[config.mk]
export PLATFORM = sky130hd
export DESIGN_NAME = multicycle_core
export DESIGN_NICKNAME = d
export VERILOG_FILES = /design/src/rtl/multicycle_core.sv
export SDC_FILE = /design/constraint.sdc
export NUM_CORES = 2
export LEC_CHECK = 0
export BUFFER_PORTS_ARGS = -buffer_cell sky130_fd_sc_hd__buf_2
export CORE_UTILIZATION = 40
export DETAILED_ROUTE_END_ITERATION = 16
export PLACE_DENSITY = 0.66
export SETUP_SLACK_MARGIN = 0.02
export SLEW_MARGIN = 10
export SYNTH_ARGS = -nofsm -noshare
export SYNTH_HDL_FRONTEND = slang
export SYNTH_SLANG_ARGS = --single-unit
[constraint.sdc]
create_clock -name clk -period 7.65 [get_ports clk]
set_input_delay 0.765 -clock clk [delete_from_list [all_inputs] [get_ports clk]]
set_output_delay 0.765 -clock clk [all_outputs]
set_load 0.005 [all_outputs]
[src/rtl/multicycle_core.sv]
// multicycle_core: multicycle soft core (FETCH/DECODE/EXEC/WB) against a synchronous
// instruction ROM, with a ready/valid switch input, OUT-driven display register and halt.
module multicycle_core #(
  parameter int DATA_W = 32,
  parameter int PC_W   = 8,
  parameter int NREGS  = 32
) (
  input  logic              clk,
  input  logic              reset,
  output logic [PC_W-1:0]   imem_addr,
  input  logic [31:0]       imem_rdata,
  input  logic [DATA_W-1:0] SW,
  input  logic              sw_valid,
  output logic              sw_ready,
  output logic [DATA_W-1:0] HEX,
  output logic              hex_valid,
  output logic              halted
);

  localparam int RA_W = $clog2(NREGS);
  localparam int SH_W = $clog2(DATA_W);

  localparam logic [2:0] S_FETCH  = 3'd0;
  localparam logic [2:0] S_DECODE = 3'd1;
  localparam logic [2:0] S_EXEC   = 3'd2;
  localparam logic [2:0] S_WAIT   = 3'd3;
  localparam logic [2:0] S_WB     = 3'd4;
  localparam logic [2:0] S_HALT   = 3'd5;

  logic [2:0]        r_state;
  logic [PC_W-1:0]   r_pc;
  logic [PC_W-1:0]   r_imem_addr;
  logic [PC_W-1:0]   r_npc;
  logic              r_j;
  logic              r_b;
  logic              r_we;
  logic [1:0]        r_ws;
  logic [3:0]        r_op;
  logic [4:0]        r_a3;
  logic [7:0]        r_imm;
  logic [DATA_W-1:0] r_opa;
  logic [DATA_W-1:0] r_opb;
  logic [DATA_W-1:0] r_alu;
  logic [DATA_W-1:0] r_sw_data;
  logic              r_sw_ready;
  logic [DATA_W-1:0] r_hex;
  logic              r_hex_valid;
  logic              r_halted;
  logic [DATA_W-1:0] r_regs [NREGS];

  logic [4:0]        w_ra1;
  logic [4:0]        w_ra2;
  logic [DATA_W-1:0] w_rd1;
  logic [DATA_W-1:0] w_rd2;
  logic [DATA_W-1:0] w_se;
  logic [PC_W-1:0]   w_off;
  logic [SH_W-1:0]   w_sh;
  logic [DATA_W-1:0] w_res;
  logic              w_flag;
  logic [PC_W-1:0]   w_npc;
  logic [DATA_W-1:0] w_wdata;
  logic              w_wr_en;
  logic              w_is_halt;

  // Operands are read straight from the ROM word in DECODE, in parallel with the IR latch.
  assign w_ra1 = imem_rdata[22:18];
  assign w_ra2 = imem_rdata[17:13];
  assign w_rd1 = (w_ra1 != '0 && int'(w_ra1) < NREGS) ? r_regs[w_ra1[RA_W-1:0]] : '0;
  assign w_rd2 = (w_ra2 != '0 && int'(w_ra2) < NREGS) ? r_regs[w_ra2[RA_W-1:0]] : '0;

  assign w_se      = DATA_W'($signed(r_imm));
  assign w_off     = PC_W'($signed(r_imm));
  assign w_sh      = r_opb[SH_W-1:0];
  assign w_is_halt = r_j && (r_imm == '0);

  always_comb begin
    w_res  = '0;
    w_flag = 1'b0;
    case (r_op)
      4'h0: w_res = r_opa + r_opb;
      4'h1: w_res = r_opa - r_opb;
      4'h2: w_res = r_opa & r_opb;
      4'h3: w_res = r_opa | r_opb;
      4'h4: w_res = r_opa ^ r_opb;
      4'h5: w_res = r_opa << w_sh;
      4'h6: w_res = r_opa >> w_sh;
      4'h7: w_res = $signed(r_opa) >>> w_sh;
      4'h8: w_flag = $signed(r_opa) < $signed(r_opb);
      4'h9: w_flag = r_opa < r_opb;
      4'hA: w_flag = r_opa == r_opb;
      4'hB: w_flag = r_opa != r_opb;
      4'hC: w_flag = $signed(r_opa) >= $signed(r_opb);
      4'hD: w_flag = r_opa >= r_opb;
      default: begin
        w_res  = '0;
        w_flag = 1'b0;
      end
    endcase
    if (r_op >= 4'h8 && r_op <= 4'hD) w_res = DATA_W'(w_flag);
  end

  assign w_npc = (r_j || (r_b && w_flag)) ? r_pc + w_off : r_pc + PC_W'(1);

  always_comb begin
    case (r_ws)
      2'b00:   w_wdata = w_se;
      2'b01:   w_wdata = r_sw_data;
      default: w_wdata = r_alu;
    endcase
  end

  assign w_wr_en = (r_state == S_WB) && r_we && (r_ws != 2'b11) &&
                   (r_a3 != '0) && (int'(r_a3) < NREGS);

  always_ff @(posedge clk) begin
    if (reset) begin
      for (int unsigned i = 0; i < NREGS; i++) r_regs[RA_W'(i)] <= '0;
    end else if (w_wr_en) begin
      r_regs[r_a3[RA_W-1:0]] <= w_wdata;
    end
  end

  always_ff @(posedge clk) begin
    if (reset) begin
      r_state     <= S_FETCH;
      r_pc        <= '0;
      r_imem_addr <= '0;
      r_npc       <= '0;
      r_j         <= 1'b0;
      r_b         <= 1'b0;
      r_we        <= 1'b0;
      r_ws        <= '0;
      r_op        <= '0;
      r_a3        <= '0;
      r_imm       <= '0;
      r_opa       <= '0;
      r_opb       <= '0;
      r_alu       <= '0;
      r_sw_data   <= '0;
      r_sw_ready  <= 1'b0;
      r_hex       <= '0;
      r_hex_valid <= 1'b0;
      r_halted    <= 1'b0;
    end else begin
      r_hex_valid <= 1'b0;
      case (r_state)
        S_FETCH: begin
          r_imem_addr <= r_pc;
          r_state     <= S_DECODE;
        end
        S_DECODE: begin
          {r_j, r_b, r_we, r_ws, r_op} <= imem_rdata[31:23];
          r_a3    <= imem_rdata[12:8];
          r_imm   <= imem_rdata[7:0];
          r_opa   <= w_rd1;
          r_opb   <= w_rd2;
          r_state <= S_EXEC;
        end
        S_EXEC: begin
          r_alu <= w_res;
          r_npc <= w_npc;
          // sw_ready is raised together with the state change so it stays a clean flop output.
          if (r_we && r_ws == 2'b01) begin
            r_sw_ready <= 1'b1;
            r_state    <= S_WAIT;
          end else begin
            r_state <= S_WB;
          end
        end
        S_WAIT: begin
          if (sw_valid && r_sw_ready) begin
            r_sw_data  <= SW;
            r_sw_ready <= 1'b0;
            r_state    <= S_WB;
          end
        end
        S_WB: begin
          if (r_ws == 2'b11) begin
            r_hex       <= r_opa;
            r_hex_valid <= 1'b1;
          end
          r_pc <= r_npc;
          if (w_is_halt) begin
            r_halted <= 1'b1;
            r_state  <= S_HALT;
          end else begin
            r_state <= S_FETCH;
          end
        end
        S_HALT: r_state <= S_HALT;
        default: r_state <= S_FETCH;
      endcase
    end
  end

  assign imem_addr = r_imem_addr;
  assign sw_ready  = r_sw_ready;
  assign HEX       = r_hex;
  assign hex_valid = r_hex_valid;
  assign halted    = r_halted;

endmodule

==> metrics <==
Root Buffer clkbuf_16; WS Path Type flip-flop to flip-flop; Reg-to-Reg Start r_opb[0]; pwr/cell area 249 nW/um2; Async SR Flop Fraction 0; port buffer count 109; Post-synth top flop edfxtp_1; crit path time final 6.09 ns; Worst VDD drop 0.281 mV; initial antenna violation count 10; MaxCap Viol Count 1; Least-Margin Pin Slew 1.55 ns; layout cells sized above 1 0.165; CTS clk-pin slew, worst paths 0.07 ns; EDFF count, synth 1,024; Initial Utilization 0.402; quantity of gates resized following cts 0; RSZ-0062 raised after global routing false; num rows 152; vias in the first global route 53,877; H-tree depth 4; endpoint class of the critical path flip-flop; Synth Register Bits 1,236; sequential-to-total area share from yosys stat 0.507; Critical Path Start r_opb[0]; Die X 417 um; Leak 0.0261 uW; final std cells w/o fill 8,656; most frequent cells in the layout nor2_1, edfxtp_1, a21oi_1; Routed WL 273,000 um; DRC viols 0; CP arrival 6.77 ns; gr usage total 0.305; Detailed Routing Iterations Pass 1 6; final worst-path cycle share 0.796; Hold WC Path Type primary input to flip-flop; failing checks capacitance limit, slew limit; CP Launch Type flip-flop; total gr overflow 0; Wirelength per Cell 31.5 um; RR Endpoint r_npc[7]; post-synth cell types 82; setup bufs post-CTS 0; hpwl dp 170,000 um; fmax 164 MHz; Die Footprint 174,000 um2; post-route setup TNS 0 ns; Synth-to-Final Area Change 10.8%; total placed cells including tap cells 8,401; r2r setup slk 1.56 ns; post-place setup slack 1.63 ns; worst skew pair latency 0.83 ns; # nets final 6,405; Hold Vio Cnt, Final 0; Final Max Tran Viols 2; I/O pin total 110; leading cell type in the layout, fill and taps excluded nor2_1; Post-Syn Instances 6,399; Final Setup Violations 0; post-cts hold buffer count 0; DRT iter0 DRCs 8,136; final setup margin 1.56 ns; synthesized area 69,000 um2; CTS Buf Count 136; Bufs on Longest Clock Path 3; Max-slew headroom -0.0427; vias per cell 6.48; post-route ant nets 0; status complete, but fails checks; CTS tree yes; Die Ht 417 um; Core ar. 172,000 um2; Worst Path Max Fanout 33; critical path endpoint r_npc[7]; Syn Area/Cell 10.8 um2; largest net degree at the start of global routing 84; clk_skew 0.0505 ns; Sink Count 1,236; Required @ worst endpoint 8.33 ns; global-route wire length before repair 383,000 um; Synth Warn # 0; DR vias 56,105; GPL Wtd Cong 1.00; worst reg2reg path depth 23
synth_stat cells (10+ instances only):
cell type	instances	area, um2
a211oi_1	31	233
mux2_2	134	1510
inv_1	102	383
o21ai_0	326	1630
nor3b_1	69	518
nor4_1	12	75.1
o31ai_1	12	90.1
clkbuf_1	497	1870
or3_1	17	106
o22ai_1	139	870
mux2i_1	443	4430
a31oi_1	21	131
and2_1	12	75.1
nor2_1	1227	4610
nor2b_1	21	131
buf_2	57	285
nor3_1	103	515
ha_1	104	1300
nand2_1	434	1630
a21oi_1	614	3070
mux4_2	304	6850
dfxtp_1	212	4240
and3_1	10	62.6
a21o_1	21	158
edfxtp_1	1024	30700
o221ai_1	139	1220
o211ai_1	16	120
a221o_1	10	100
a221oi_1	23	201
buf_1	63	236
nand2b_1	15	93.8
nand3_1	25	125
how the worst min path moves through the flow:
stage,start,to,slack (ns),depth (start not counted)
3_5_place_dp,HEX[0],HEX[0],0.44,2
4_1_cts,imem_rdata[30],r_b,0.16,3
6_report,SW[11],r_sw_data[11],0.19,3
3_3_place_gp,halted,halted,0.44,2
2_1_floorplan,r_alu[28],r_alu[28],0.43,2
5_1_grt,SW[26],r_sw_data[26],0.17,3
where the power goes:
group          switching [uW]  internal (uW)  total, uW
combinational            3260           1350       4620
sequential                333           7580       7910
clock                    2900           3630       6530
total                    6500          12600      19100
layout make-up:
cell class | instances | area (um2)
Multi-Input combinational cell | 4468 | 31800
Sequential cell | 1236 | 35000
Clock buffer | 170 | 3620
Timing Repair Buffer | 284 | 2030
Tap cell | 2310 | 2890
Clock inverter | 77 | 676
Inverter | 105 | 394
Fill cell | 15857 | 95100
Antenna cell | 6 | 15.0
sequential cells by signal, summed over array words and instances (netlist names):
| register | cells |
|---|---|
| HEX | 32 |
| halted | 1 |
| hex_valid | 1 |
| imem_addr | 8 |
| r_a3 | 5 |
| r_alu | 32 |
| r_b | 1 |
| r_imm | 8 |
| r_j | 1 |
| r_npc | 8 |
| r_op | 4 |
| r_opa | 32 |
| r_opb | 32 |
| r_pc | 8 |
| r_regs | 1024 |
| r_state | 3 |
| r_sw_data | 32 |
| r_we | 1 |
| r_ws | 2 |
| sw_ready | 1 |
kinds of logic (layout without fill, tap and decap cells):
logic type / Yosys count / after routing / synth area share
buffers and inverters: 726 / 636 / 0.0407
DFF: 1236 / 1236 / 0.507
xor gates and xnor gates: 17 / 17 / 0.00216
adders and majority gates: 107 / 107 / 0.0197
other: 1 / 38 / 0.0000543
AOI/OAI and AO/OA: 1449 / 1449 / 0.126
muxes: 881 / 881 / 0.185
and+or+nand+nor: 1982 / 1982 / 0.119
worst max-delay path, cell delays in order, from the launching register on:
cell,delay (ns)
dfxtp_4,0.69
ha_1,0.27
inv_1,0.05
fa_1,0.38
nor2b_1,0.16
o311a_1,0.34
nor3_2,0.39
or2_1,0.20
a31oi_1,0.19
o41ai_2,0.34
nor3_1,0.10
a211oi_2,0.39
a21o_1,0.29
and2_1,0.15
ha_1,0.22
a21o_1,0.16
a21oi_1,0.21
nor2b_1,0.08
o21a_1,0.20
o41ai_1,0.33
xnor2_1,0.19
or3_1,0.33
mux2i_1,0.17
nor4_2,0.07
per-layer routing:
metal / wire [um] / vias to the layer above / share of wire / track usage
li1: - / 23390 / - / -
met2: 122000 / 4053 / 0.45 / 0.468
met4: 20700 / 4 / 0.076 / 0.205
met3: 33700 / 916 / 0.12 / 0.0904
met1: 96600 / 27742 / 0.35 / 0.372
met5: 30 / - / 0.00011 / 0
metrics by stage:
stage | util | hold WS [ns] | total power, uW | cell area (um2)
global placement | 0.420 | 0.438 | 12400 | 72100
finish | 0.446 | 0.188 | 19100 | 76500
CTS | 0.446 | 0.157 | 18900 | 76400
global route | 0.446 | 0.174 | 19500 | 76500
floorplan | - | 0.432 | 10700 | 69100
detailed placement | 0.420 | 0.443 | 12500 | 72100
(Power assumes the default switching activity.)
